--- config.mk ---
export PLATFORM = sky130hd
export DESIGN_NAME = barrel_shift_seq
export DESIGN_NICKNAME = d
export VERILOG_FILES = /design/src/rtl/barrel_shift_pkg.sv /design/src/rtl/barrel_shift_seq_stage.sv /design/src/rtl/barrel_shift_seq.sv
export SDC_FILE = /design/constraint.sdc
export NUM_CORES = 1
export LEC_CHECK = 0
export CAP_MARGIN = 20
export CELL_PAD_IN_SITES_DETAIL_PLACEMENT = 1
export CELL_PAD_IN_SITES_GLOBAL_PLACEMENT = 2
export CORE_MARGIN = 2
export CORE_UTILIZATION = 30
export DETAILED_ROUTE_END_ITERATION = 7
export PLACE_DENSITY_LB_ADDON = 0.12
export SYNTH_ARGS = -nofsm -noshare
export SYNTH_HDL_FRONTEND = slang
export SYNTH_SLANG_ARGS = --single-unit
--- constraint.sdc ---
create_clock -name clk -period 2 [get_ports clk]
set_clock_uncertainty 0.1 [all_clocks]
set_input_delay 0.4 -clock clk [delete_from_list [all_inputs] [get_ports clk]]
set_output_delay 0.4 -clock clk [all_outputs]
set_load 0.01 [all_outputs]
--- src/rtl/barrel_shift_pkg.sv ---
// Shared definitions for the multi-cycle barrel shift sequencer:
// FSM state encoding, shift-direction codes and default sizes.
package barrel_shift_pkg;

  localparam int DEF_WIDTH = 8;
  localparam int DEF_SHW   = 3;

  typedef enum logic [1:0] {
    S_IDLE  = 2'd0,
    S_SHIFT = 2'd1,
    S_DONE  = 2'd2
  } state_t;

  localparam logic DIR_LEFT  = 1'b0;
  localparam logic DIR_RIGHT = 1'b1;

endpackage

--- src/rtl/barrel_shift_seq_stage.sv ---
// One log-stage of the barrel shifter: shifts by 2^k when enabled, else passes data through.
module shift_stage_var
  import barrel_shift_pkg::*;
#(
  parameter int WIDTH = DEF_WIDTH,
  parameter int SHW   = DEF_SHW
) (
  input  logic [WIDTH-1:0] i_data,
  input  logic [SHW-1:0]   i_k,
  input  logic             i_en,
  input  logic             i_dir,
  input  logic             i_fill,
  output logic [WIDTH-1:0] o_data
);

  logic [SHW:0]       w_dist;
  logic [WIDTH-1:0]   w_left;
  logic [WIDTH-1:0]   w_right;
  logic [WIDTH-1:0]   w_fillMask;

  assign w_dist     = (SHW+1)'(1) << i_k;
  assign w_left     = i_data << w_dist;
  // Vacated upper bits on a right shift are exactly the ones cleared in an all-ones vector.
  assign w_fillMask = ~({WIDTH{1'b1}} >> w_dist);
  assign w_right    = (i_data >> w_dist) | (i_fill ? w_fillMask : '0);

  always_comb begin
    o_data = i_data;
    if (i_en) begin
      if (i_dir == DIR_RIGHT) o_data = w_right;
      else                    o_data = w_left;
    end
  end

endmodule

--- src/rtl/barrel_shift_seq.sv ---
// Multi-cycle barrel shift sequencer: captures an operand, applies one log-stage
// per clock, then holds the result until the consumer takes it.
module barrel_shift_seq
  import barrel_shift_pkg::*;
#(
  parameter int WIDTH = DEF_WIDTH,
  parameter int SHW   = DEF_SHW
) (
  input  logic             clk,
  input  logic             rst,
  input  logic             in_valid,
  output logic             in_ready,
  input  logic [WIDTH-1:0] din,
  input  logic [SHW-1:0]   amt,
  input  logic             dir,
  input  logic             arith,
  output logic             out_valid,
  input  logic             out_ready,
  output logic [WIDTH-1:0] dout,
  output logic             busy
);

  localparam int K_LAST = SHW - 1;

  state_t           r_state;
  state_t           w_nextState;
  logic [SHW-1:0]   r_k;
  logic [WIDTH-1:0] r_work;
  logic [SHW-1:0]   r_amt;
  logic             r_dir;
  logic             r_fill;
  logic [WIDTH-1:0] r_dout;
  logic [WIDTH-1:0] w_stage;
  logic             w_lastStage;

  assign w_lastStage = (int'(r_k) == K_LAST);

  shift_stage_var #(
    .WIDTH (WIDTH),
    .SHW   (SHW)
  ) u_stage (
    .i_data (r_work),
    .i_k    (r_k),
    .i_en   (r_amt[r_k]),
    .i_dir  (r_dir),
    .i_fill (r_fill),
    .o_data (w_stage)
  );

  always_ff @(posedge clk or posedge rst) begin
    if (rst) r_state <= S_IDLE;
    else     r_state <= w_nextState;
  end

  always_comb begin
    w_nextState = r_state;
    case (r_state)
      S_IDLE:  if (in_valid)    w_nextState = S_SHIFT;
      S_SHIFT: if (w_lastStage) w_nextState = S_DONE;
      S_DONE:  if (out_ready)   w_nextState = S_IDLE;
      default:                  w_nextState = S_IDLE;
    endcase
  end

  // Sign fill is resolved at capture so later stages never look at the live inputs.
  always_ff @(posedge clk or posedge rst) begin
    if (rst) begin
      r_k    <= '0;
      r_work <= '0;
      r_amt  <= '0;
      r_dir  <= 1'b0;
      r_fill <= 1'b0;
      r_dout <= '0;
    end else begin
      case (r_state)
        S_IDLE: begin
          if (in_valid) begin
            r_work <= din;
            r_amt  <= amt;
            r_dir  <= dir;
            r_fill <= (dir == DIR_RIGHT) & arith & din[WIDTH-1];
            r_k    <= '0;
          end
        end
        S_SHIFT: begin
          r_work <= w_stage;
          r_k    <= r_k + 1'b1;
          if (w_lastStage) r_dout <= w_stage;
        end
        default: ;
      endcase
    end
  end

  assign in_ready  = (r_state == S_IDLE);
  assign out_valid = (r_state == S_DONE);
  assign busy      = (r_state != S_IDLE);
  assign dout      = r_dout;

endmodule

==> results.cfg <==
[power_and_ir_drop]
power.total_mw = 7.292
powerDensity_nw_per_um2 = 2039
max-vdd-ir-drop_mv = 0.6861
power_leakage_nw = 1.501

[grt]
antenna_found_initial = 0
grt_start_max_net_pins = 27
globalRouteOverflowTotal = 0
grtUsageTotal = 0.2195
first_global_vias = 2605
grt_pass1_wl_mm = 14.16

[floorplan]
die_h_um = 89.70
die-area_um2 = 8046
start_util = 0.3071
core-area_um2 = 7176
std_cell_rows = 31
pin_count = 28
fp.dieW_um = 89.70

[critical_path]
arrival_ns = 2.18
r2r_slack_ns = -0.13
path_class = reg -> reg
required_ns = 2.05
cp-end-kind = flop
crit_end = r_work[3]
cp-start-kind = flop
reg2reg_depth = 8
critPathLaunch = r_k[0]
r2r-start = r_k[0]
rr_endpoint = r_work[3]
path_max_fanout = 6

[finish]
multi_input_area_um2 = 1807
fill_cells = 811
area_growth_pct = 62.29
layout.nets = 371
n_antenna_cell = 0
seqCellArea_um2 = 650.6
stdcell_count = 446
drive_gt1_frac = 0.4352

[clock_network]
cts_buffers = 3
clkTransAtPathRegs_ns = 0.09
clock-sinks = 26
clk_latency_ns = 0.27
clock_path_buffers = 2
cts-root-buf = clkbuf_8
cts_tree = done
htreeDepth = 1

[logic_synthesis]
synth-xor-area-share = 0
async_reset_ff_frac = 1.000
synthAdderAreaFrac = 0.02839
yosys_register_bits = 26
synth.area.top_cells = dfrtp_1 (30%), a21oi_1 (6.1%), mux2_2 (5.1%), o21ai_0 (5.0%), mux2i_1 (3.6%)
synth_edf_count = 0
synth_largest_area_cell = dfrtp_1
syn_nets = 289
synthMuxAreaShare = 0.09767
synth_common_cells = a21oi_1 (27), dfrtp_1 (26), o21ai_0 (22), nand2_1 (18), nor2_1 (15)
synth.most_common_cell = a21oi_1
yosysTopAreaCellShare = 0.2953
syn_inst = 267
ys_seq_area_frac = 0.2953
synth_compound_area_frac = 0.3004
avgSynthCellArea_um2 = 8.252
ys_types = 55
synth_ff_type = dfrtp_1
yosysWarnings = 0
synth_top_family_by_area = compound AO/OA/AOI/OAI gates
synth_area_um2 = 2203
synth-simple-area-share = 0.2033

[timing]
maxSlewViolCount = 0
setup_slack_ns = -0.1301
rsz0062_at_grt = yes
fin_crit_sh = 1.065
hold_viol = 0
worst_pin_slew_ns = 0.5792
min_period_ns = 2.130
setup_viol = 13
fmax_mhz = 469.5
max-slew-margin-rel = 0.6139

[routing]
drc = 0
wl_met3_um = 254
vias = 2465
dr.pass1.iters = 4
wl_met2_mm = 4.633
drt_wl_total_mm = 9.119
ant_nets = 0
wl_met1_mm = 4.102
first_iter_violations = 98
viasPerCell = 5.527
top_layer = met4
wl_per_cell_um = 20.45

[outcome]
violations = negative setup slack
status = complete, but fails checks

[placed_design]
place_ws_ns = -0.3540
dp_hpwl_mm = 6.372
dp_cells = 432
portBuffers = 27
place_congestion = 0.9066

[job]
cap_violations = 0

[min_path]
hold_class = reg -> reg
[registers in the layout (all words and copies together) (netlist names)]
| signal | count |
|---|---|
| r_dir | 1 |
| r_amt | 3 |
| r_fill | 1 |
| dout | 8 |
| r_k | 3 |
| r_work | 8 |
| r_state | 2 |
[how the worst min path moves through the flow]
stage | from | to | slack [ns] | cells past startpoint
after floorplan | rst | dout[0] | 0.34 | 1
after detailed placement | dout[4] | dout[4] | 0.36 | 1
after CTS | dout[4] | dout[4] | 0.39 | 1
after global placement | dout[4] | dout[4] | 0.36 | 1
final | dout[4] | dout[4] | 0.38 | 1
after global routing | dout[4] | dout[4] | 0.41 | 1
[layer usage]
| metal | GRT usage | up-vias |
|---|---|---|
| li1 | - | 1159 |
| met1 | 0.2946 | 1249 |
| met2 | 0.3782 | 47 |
| met3 | 0.02598 | 10 |
| met4 | 0.05385 | 0 |
| met5 | 0 | - |
[layout by cell type (no fill, tap or decap), types with 4 or more instances in the layout]
master and n:
nor2_1 11, nor2b_1 10, ha_4 4, mux2_2 7
nand3_1 4, dfrtp_1 26, nand2_1 16, and3_1 4
o221ai_1 4, clkdlybuf4s50_1 26, o21ai_0 15, inv_1 6
buf_4 64, buf_6 11, a21oi_1 22, a21oi_2 4
o21ai_1 5, nand2b_1 7, mux2i_1 8
[power by group]
group          internal (mW)  switching, mW  leakage (nW)
Clock                  0.135          0.165        0.0216
Combinational           2.93           2.90          1.16
Sequential             0.780          0.388         0.320
[layout make-up]
class / instances / area share
Multi-Input combinational cell: 205 / 0.5052
Timing Repair Buffer: 104 / 0.2565
Sequential cell: 26 / 0.1819
Tap cell: 99 / 0.03464
Clock buffer: 3 / 0.01155
Inverter: 9 / 0.01015
[metrics by stage]
step / TNS [ns] / hold slack [ns] / cell area, um^2 / util
finish: -0.8674 / 0.3808 / 3576 / 0.4983
floorplan: -0.03485 / 0.3400 / 2222 / -
CTS: -1.025 / 0.3863 / 3420 / 0.4765
global route: -2.164 / 0.4062 / 3576 / 0.4983
detailed placement: -3.368 / 0.3645 / 2975 / 0.4146
global placement: -2.962 / 0.3617 / 2975 / 0.4146
[logic make-up after synthesis]
group           after synthesis
compound gates               99
simple gates                 82
buf+inv                      36
mux                          19
fa+ha+maj                     5
flops                        26
[critical path, stage by stage, from the launching register on]
cell	delay, ns
dfrtp_1	0.42
buf_6	0.14
ha_4	0.18
buf_6	0.13
or4b_4	0.51
o2111ai_2	0.08
nor2_1	0.07
a221oi_2	0.23
o221ai_1	0.15
[what timing repair did]
item	CTS	global route
hold buffers	0	0
setup buffers	8	5
endpoints found under the setup margin	16	17
pin swaps	27	17
gates resized for setup	72	26
No activity file was read; power rests on OpenSTA's default activity.
